### src/rtl/alu_load_sequencer.sv
// Byte-stream loader for the shared 8-bit ALU: captures A, B and opcode bytes, waits a settle
// time, registers the ALU result and offers it on a valid/ready port, with optional chaining.
module alu_load_sequencer #(
    parameter int unsigned EXEC_CYCLES = 1
) (
    input  logic       clk,
    input  logic       rst,
    input  logic       in_valid,
    input  logic [7:0] in_data,
    output logic       in_ready,
    output logic [7:0] alu_a,
    output logic [7:0] alu_b,
    output logic [3:0] alu_opcode,
    input  logic [7:0] alu_result,
    output logic       out_valid,
    output logic [7:0] out_data,
    input  logic       out_ready,
    output logic       busy
);

    typedef enum logic [2:0] {
        StLoadA,
        StLoadB,
        StLoadOp,
        StExec,
        StDone
    } state_t;

    localparam logic [3:0] LastCnt = 4'(EXEC_CYCLES - 1);

    state_t     state_q;
    logic       chain_q;
    logic [3:0] cnt_q;

    // Handshake flags depend on the state alone so upstream never sees a combinational path.
    assign in_ready = (state_q == StLoadA) || (state_q == StLoadB) || (state_q == StLoadOp);
    assign busy     = (state_q != StLoadA);

    always_ff @(posedge clk or posedge rst) begin
        if (rst) begin
            state_q    <= StLoadA;
            alu_a      <= 8'h00;
            alu_b      <= 8'h00;
            alu_opcode <= 4'h0;
            chain_q    <= 1'b0;
            cnt_q      <= 4'h0;
            out_data   <= 8'h00;
            out_valid  <= 1'b0;
        end else begin
            unique case (state_q)
                StLoadA: begin
                    if (in_valid) begin
                        alu_a   <= in_data;
                        state_q <= StLoadB;
                    end
                end
                StLoadB: begin
                    if (in_valid) begin
                        alu_b   <= in_data;
                        state_q <= StLoadOp;
                    end
                end
                StLoadOp: begin
                    if (in_valid) begin
                        alu_opcode <= in_data[3:0];
                        chain_q    <= in_data[7];
                        cnt_q      <= 4'h0;
                        state_q    <= StExec;
                    end
                end
                StExec: begin
                    if (cnt_q == LastCnt) begin
                        out_data  <= alu_result;
                        out_valid <= 1'b1;
                        state_q   <= StDone;
                    end else begin
                        cnt_q <= cnt_q + 4'h1;
                    end
                end
                StDone: begin
                    if (out_ready) begin
                        out_valid <= 1'b0;
                        // Chained sequences reuse the result as A and skip the A byte.
                        if (chain_q) begin
                            alu_a   <= out_data;
                            state_q <= StLoadB;
                        end else begin
                            state_q <= StLoadA;
                        end
                    end
                end
                default: state_q <= StLoadA;
            endcase
        end
    end

endmodule

### config.mk
export PLATFORM = sky130hd
export DESIGN_NAME = alu_load_sequencer
export DESIGN_NICKNAME = d
export VERILOG_FILES = /design/src/rtl/alu_load_sequencer.sv
export SDC_FILE = /design/constraint.sdc
export NUM_CORES = 1
export LEC_CHECK = 0
export ABC_CLOCK_PERIOD_IN_PS = 2410
export CAP_MARGIN = 20
export CORE_ASPECT_RATIO = 0.5
export CORE_MARGIN = 2
export CORE_UTILIZATION = 50
export CTS_CLUSTER_SIZE = 16
export DETAILED_ROUTE_END_ITERATION = 7
export HOLD_SLACK_MARGIN = 0.15
export PLACE_DENSITY_LB_ADDON = 0.05
export REMOVE_ABC_BUFFERS = 1
export SYNTH_ARGS = -nofsm -noshare
export SYNTH_HDL_FRONTEND = slang
export SYNTH_SLANG_ARGS = --single-unit
### constraint.sdc
create_clock -name clk -period 2.41 [get_ports clk]
set_input_delay 0.3615 -clock clk [delete_from_list [all_inputs] [get_ports clk]]
set_output_delay 0.3615 -clock clk [all_outputs]
set_load 0.03 [all_outputs]
==> results of run 1 <==
==> worst paths after layout <==
| kind | slack (ns) | start | cells past startpoint | end |
|---|---|---|---|---|
| worst max-delay path | 0.25 | state_q[1]$_DFFE_PP0P_ | 2 | busy |
| worst min-delay path | 0.48 | rst | 3 | alu_b[2]$_DFFE_PP0P_ |
| worst max register to register | 0.50 | state_q[2]$_DFFE_PP0P_ | 4 | alu_a[5]$_DFFE_PP0P_ |
| worst min register to register | 0.48 | alu_opcode[3]$_DFFE_PP0P_ | 2 | alu_opcode[3]$_DFFE_PP0P_ |
| max in group asynchronous | 1.59 | rst | 3 | alu_b[5]$_DFFE_PP0P_ |
| min in group clk | 0.48 | alu_opcode[3]$_DFFE_PP0P_ | 2 | alu_opcode[3]$_DFFE_PP0P_ |
==> final cells by class <==
cell class,count,area [sq um]
flip-flops and latches,37,925.9
multi-input cells,83,729.5
clock buffers,6,72.57
repair buffers,54,530.5
fillers,225,794.5
clock inverters,2,10.01
inverters,6,22.52
well taps,40,50.05
==> layout by cell type, fill, tap and decap left out, types with 2 or more instances in the layout <==
cell type	count
ha_1	2
nor3_1	2
a21o_1	2
clkdlybuf4s50_1	50
o31ai_1	2
inv_1	6
a21oi_1	3
dfrtp_1	37
nand2_1	17
buf_4	4
clkbuf_8	5
clkinv_2	2
nor3b_1	2
mux2_2	33
==> registers in the layout, indices dropped and copies added, names as in the netlist <==
name and flops:
alu_b 8, out_valid 1, alu_a 8, cnt_q 4
chain_q 1, alu_opcode 4, state_q 3, out_data 8
==> synth_stat cells <==
| cell | n | share of area (%) |
|---|---|---|
| dfrtp_1 | 37 | 54 |
| buf_2 | 3 | 0.88 |
| nor3b_4 | 1 | 1.1 |
| o31ai_1 | 2 | 0.88 |
| nor3b_2 | 1 | 0.73 |
| or3_1 | 1 | 0.37 |
| nor3b_1 | 2 | 0.88 |
| nand2b_1 | 1 | 0.37 |
| inv_1 | 6 | 1.3 |
| nand3b_1 | 1 | 0.44 |
| a211oi_4 | 1 | 1.2 |
| nand4bb_1 | 1 | 0.66 |
| o22a_1 | 1 | 0.51 |
| nor3_1 | 2 | 0.59 |
| o21a_1 | 1 | 0.44 |
| nand2b_4 | 1 | 0.81 |
| o32a_1 | 1 | 0.59 |
| mux2i_1 | 1 | 0.59 |
| or3_4 | 1 | 0.66 |
| o311ai_0 | 1 | 0.51 |
| xnor2_1 | 1 | 0.51 |
| nand2_1 | 17 | 3.7 |
| and4bb_2 | 1 | 0.73 |
| ha_1 | 2 | 1.5 |
| a21oi_1 | 3 | 0.88 |
| nor2_1 | 1 | 0.22 |
| nand3_1 | 1 | 0.29 |
| o22ai_1 | 1 | 0.37 |
| mux2_2 | 33 | 22 |
| buf_4 | 2 | 0.88 |
| a21o_1 | 2 | 0.88 |
| nand3_2 | 1 | 0.59 |
==> critical path: stages (launching register included) <==
cell,delay [ns]
dfrtp_1,0.53
or3_1,0.39
clkdlybuf4s50_1,0.59
==> logic make-up (layout without fill, tap and decap cells) <==
family / after synthesis / count (layout)
compound gates: 13 / 13
xor+xnor: 1 / 1
fa+ha+maj: 2 / 2
buf+inv: 11 / 68
flops: 37 / 37
mux: 34 / 34
simple gates: 33 / 33
==> per-layer routing <==
| metal | global-route usage [%] | wire (um) | vias up |
|---|---|---|---|
| met3 | 7.678 | 225 | 5 |
| met5 | 0 | 0 | - |
| met4 | 5.625 | 26 | 0 |
| li1 | - | - | 574 |
| met2 | 32.00 | 1619 | 29 |
| met1 | 25.50 | 1640 | 586 |
==> power groups by stage <==
| stage | combinational [mW] | sequential, mW | clock, mW |
|---|---|---|---|
| after global placement | 1.89 | 1.20 | 0 |
| after detailed placement | 1.93 | 1.20 | 0 |
| after global routing | 2.03 | 1.25 | 0.444 |
| after CTS | 1.93 | 1.20 | 0.425 |
| final | 1.91 | 1.20 | 0.415 |
| after floorplan | 0.718 | 1.64 | 0 |
==> metrics by stage <==
| step | power, mW | cells | hold slack (ns) | cell area (sq um) |
|---|---|---|---|---|
| after global placement | 3.088 | 220 | 0.4594 | 2258 |
| final | 3.522 | 228 | 0.4812 | 2341 |
| after floorplan | 2.363 | 126 | 0.4669 | 1678 |
| after CTS | 3.555 | 228 | 0.4831 | 2341 |
| after global routing | 3.721 | 228 | 0.5072 | 2341 |
| after detailed placement | 3.129 | 220 | 0.4668 | 2258 |
==> flow_metrics.py, run 1 <==
metrics = {
    "sta": {
        "fin_crit_sh_pct": 89.59,
        "worst_slack_ns": 0.2509,
        "hold_violations": 0,
        "fmax_ghz": 0.4631,
        "slew_viol_final": 0,
        "period_minus_slack_ns": 2.159,
        "rsz0062_at_grt": "no",
        "setup_viol": 0,
        "setup_tns_ns": 0,
        "slew_headroom_pct": 64.83,
        "worst_slew_pin_slew_ns": 0.5259,
        "finClkSkew_ns": 0.003930,
    },
    "floorplan": {
        "start_util_pct": 54.47,
        "die-area_sq_um": 3928,
        "rows": 14,
        "die_h_um": 45.33,
        "core_area_sq_um": 3136,
        "io_pins": 51,
        "fp.dieW_um": 86.66,
    },
    "power_and_ir_drop": {
        "combPwrFrac_pct": 54.3,
        "power_per_cell_area_nw_per_um2": 1504,
        "p_leak_nw": 0.9936,
        "max-vdd-ir-drop_uv": 821.7,
        "p_clk_share_pct": 11.8,
        "switchingPower_mw": 1.460,
        "intPower_mw": 2.061,
        "swShare_pct": 41.46,
        "power_frac_seq_pct": 33.9,
    },
    "clock_network": {
        "root_buffer": "clkbuf_8",
        "clock_path_buffers": 2,
        "holdBufCountCts": 0,
        "cts_tree": "built",
        "cts.clk_slew.worst_paths_ns": 0.07,
        "cts_inserted_buffers": 5,
        "cts_setup_buffers": 0,
        "htreeDepth": 2,
        "insertion_delay_ns": 0.28,
        "clock-sinks": 37,
        "ctsResizeCount": 0,
    },
    "final_layout": {
        "syn_to_final_growth_pct": 37.07,
        "fin_nets": 209,
        "final_core_utilization_pct": 74.66,
        "final_layout_size_suffix_gt1_share_pct": 27.13,
        "num_antenna_cells": 0,
    },
    "setup_path": {
        "arrival_ns": 1.80,
        "worst_ep_required_time_ns": 2.05,
        "crit_fanout": 12,
        "worstSetupEndpointType": "output port",
        "crit_type": "register to output port",
        "worst_setup_path_start_kind": "register",
    },
    "drt": {
        "final_antenna_net_count": 0,
        "vias": 1194,
        "drc": 0,
        "drt_first_pass_iters": 4,
        "drt-total-wl_um": 3511,
        "drtIter0Drc": 36,
        "wl_per_cell_um": 15.40,
        "post_drt_via_cell_ratio": 5.237,
    },
    "global_route": {
        "grt_pass1_wl_um": 5637,
        "grt-ovfl-total": 0,
        "grt_antenna_before_repair": 0,
        "grt_usage_pct": 19.82,
        "first_global_vias": 1188,
        "grt_max_degree": 38,
    },
    "synthesis": {
        "ys_warn_count": 0,
        "syn_avg_cell_area_sq_um": 13.04,
        "synth.distinct_cells": 32,
        "synthMuxAreaShare_pct": 22.34,
        "synth.cell_area_sq_um": 1708,
        "ys_ff_latch": 37,
        "syn_inst": 131,
        "synth_compound_area_share_pct": 6.227,
        "synthSimpleGateAreaFrac_pct": 12.16,
        "synth_fa_ha_area_share_pct": 1.465,
        "yosysSeqAreaShare_pct": 54.21,
        "synth_top_family_by_area": "multiplexers",
        "synth_xor_xnor_area_share_pct": 0.5128,
    },
    "hold_path": {
        "hp-class": "primary input to async pin",
    },
    "status": {
        "status": "finished clean",
    },
    "placement": {
        "routabilityCongestion": 0.7879,
        "io_buffers": 50,
        "place_hpwl_um": 2481,
        "dp_slack_ns": 0.3232,
    },
    "flow_run": {
        "maxCapViolCount": 0,
    },
}
(Power assumes the default switching activity.)
==> inputs of run 2 (changes only) <==
--- a/config.mk
+++ b/config.mk
@@ -5,7 +5,7 @@
 export SDC_FILE = /design/constraint.sdc
 export NUM_CORES = 1
 export LEC_CHECK = 0
-export ABC_CLOCK_PERIOD_IN_PS = 2410
+export ABC_CLOCK_PERIOD_IN_PS = 2600
 export CAP_MARGIN = 20
 export CORE_ASPECT_RATIO = 0.5
 export CORE_MARGIN = 2
@@ -15,6 +15,7 @@
 export HOLD_SLACK_MARGIN = 0.15
 export PLACE_DENSITY_LB_ADDON = 0.05
 export REMOVE_ABC_BUFFERS = 1
+export SETUP_SLACK_MARGIN = 0.1
 export SYNTH_ARGS = -nofsm -noshare
 export SYNTH_HDL_FRONTEND = slang
 export SYNTH_SLANG_ARGS = --single-unit
==> constraint.sdc (replaced) <==
create_clock -name clk -period 2.6 [get_ports clk]
set_input_delay 0.39 -clock clk [delete_from_list [all_inputs] [get_ports clk]]
set_output_delay 0.39 -clock clk [all_outputs]
set_load 0.03 [all_outputs]
==> flow_metrics.py, run 2 (synthesized netlist as in run 1, its figures left out) <==
metrics = {
    "sta": {
        "slew_headroom_pct": 63.91,
        "fin_crit_sh_pct": 84.97,
        "worst_slew_pin_slew_ns": 0.5396,
        "finClkSkew_ns": 0.004123,
        "holdWs_ns": 0.4869,
        "setup_tns_ns": 0,
        "setup_viol": 0,
        "hold_violations": 0,
        "slew_viol_final": 0,
        "fmax_ghz": 0.4527,
        "period_minus_slack_ns": 2.209,
        "rsz0062_at_grt": "no",
        "worst_slack_ns": 0.3909,
    },
    "floorplan": {
        "start_util_pct": 54.47,
        "core_area_sq_um": 3136,
        "fp.dieW_um": 86.66,
        "io_pins": 51,
        "die_h_um": 45.33,
        "die-area_sq_um": 3928,
        "rows": 14,
    },
    "placement": {
        "routabilityCongestion": 0.7223,
        "dp_slack_ns": 0.4527,
        "placedInstanceArea_sq_um": 2251,
        "io_buffers": 50,
        "dp_cells": 219,
        "place_hpwl_um": 2504,
    },
    "drt": {
        "drt-total-wl_um": 3557,
        "drtIter0Drc": 43,
        "drc": 0,
        "vias": 1189,
        "post_drt_via_cell_ratio": 5.238,
        "wl_per_cell_um": 15.67,
        "drt_first_pass_iters": 4,
        "final_antenna_net_count": 0,
    },
    "clock_network": {
        "cts_setup_buffers": 0,
        "root_buffer": "clkbuf_8",
        "clock_path_buffers": 2,
        "htreeDepth": 2,
        "clock-sinks": 37,
        "insertion_delay_ns": 0.29,
        "cts_inserted_buffers": 5,
        "cts.clk_slew.worst_paths_ns": 0.08,
        "ctsResizeCount": 0,
        "cts_tree": "built",
        "holdBufCountCts": 0,
    },
    "flow_run": {
        "maxCapViolCount": 0,
    },
    "global_route": {
        "grt_max_degree": 38,
        "grt_antenna_before_repair": 0,
        "first_global_vias": 1161,
        "grt_usage_pct": 20.14,
        "grt-ovfl-total": 0,
        "grt_pass1_wl_um": 5761,
    },
    "setup_path": {
        "r2r_end": "out_data[4]$_DFFE_PP0P_",
        "worst_path_max_delay_cell": "clkdlybuf4s50_1",
        "slowest_delay_ns": 0.59,
        "rr_startpoint": "cnt_q[0]$_DFFE_PP0P_",
        "arrival_ns": 1.82,
        "cpLargestDelayFamily": "buffers and inverters",
        "worst_setup_path_start_kind": "register",
        "r2r_slack_ns": 0.77,
        "critPathBufInv": 1,
        "worstSetupEndpointType": "output port",
        "worst_ep_required_time_ns": 2.21,
        "cp_cell_sequence": "or3_1 > clkdlybuf4s50_1",
        "crit_fanout": 12,
        "crit_type": "register to output port",
        "rr_worst_depth": 6,
    },
    "final_layout": {
        "final_layout_size_suffix_gt1_share_pct": 27.27,
        "final_cells": 227,
        "fin_nets": 208,
        "fillers": 212,
        "largestRegisters": "alu_a (8), alu_b (8), out_data (8)",
        "register_area_sq_um": 925.9,
        "multiInputGateArea_sq_um": 729.5,
        "finalInstanceArea_sq_um": 2352,
        "final_cell_mix": "clkdlybuf4s50_1, dfrtp_1, mux2_2, nand2_1, clkbuf_8",
        "syn_to_final_growth_pct": 37.73,
        "layout_commonest_cell": "clkdlybuf4s50_1",
        "num_antenna_cells": 0,
    },
    "power_and_ir_drop": {
        "p_leak_nw": 0.9976,
        "power_per_cell_area_nw_per_um2": 1410,
        "max-vdd-ir-drop_uv": 850.3,
    },
    "hold_path": {
        "holdPathEnd": "out_valid$_DFFE_PP0P_",
        "hp-class": "register to register",
        "min_from": "out_valid$_DFFE_PP0P_",
        "whs_path_depth": 1,
    },
    "status": {
        "status": "finished clean",
    },
}
[run 2: how the worst max path moves through the flow]
| stage | startpoint | end | slack, ns | depth (start not counted) |
|---|---|---|---|---|
| 3_5_place_dp | out_ready | alu_a[7]$_DFFE_PP0P_ | 0.45 | 4 |
| 3_3_place_gp | out_ready | alu_a[2]$_DFFE_PP0P_ | 0.48 | 4 |
| 5_1_grt | state_q[1]$_DFFE_PP0P_ | in_ready | 0.32 | 2 |
| 2_1_floorplan | cnt_q[0]$_DFFE_PP0P_ | out_data[0]$_DFFE_PP0P_ | 0.46 | 5 |
| 6_report | state_q[1]$_DFFE_PP0P_ | busy | 0.39 | 2 |
| 4_1_cts | state_q[1]$_DFFE_PP0P_ | busy | 0.39 | 2 |
[run 2: per-layer routing]
metal	share of wire, %	up-vias	track usage [%]
li1	-	572	-
met4	0.51	0	5.625
met2	46	29	31.38
met1	48	586	27.05
met5	0	-	0
met3	5.5	2	7.313
[run 2: per-stage QoR]
stage | util (%) | total power [mW]
2_1_floorplan | - | 2.190
3_3_place_gp | 71.79 | 2.853
3_5_place_dp | 71.79 | 2.889
4_1_cts | 75.02 | 3.346
5_1_grt | 75.02 | 3.507
6_report | 75.02 | 3.316
[run 2: area by class of cell]
| type | count | share of cell area [%] |
|---|---|---|
| flip-flops and latches | 37 | 39.36 |
| multi-input cells | 83 | 31.01 |
| repair buffers | 53 | 22.23 |
| clock buffers | 7 | 4.096 |
| well taps | 40 | 2.128 |
| inverters | 6 | 0.9574 |
| clock inverters | 1 | 0.2128 |
[run 2: worst reg2reg max path, stage by stage (launching register included)]
cell and delay [ns]:
dfrtp_1 0.43, inv_1 0.08, ha_1 0.14, nor3b_2 0.26, nor3b_1 0.23, buf_4 0.23
mux2_2 0.35
[run 2: where the power goes]
part / switching (mW) / internal [mW] / leakage (nW)
clock: 0.211 / 0.240 / 0.0542
combinational: 0.898 / 0.857 / 0.496
sequential: 0.247 / 0.862 / 0.448
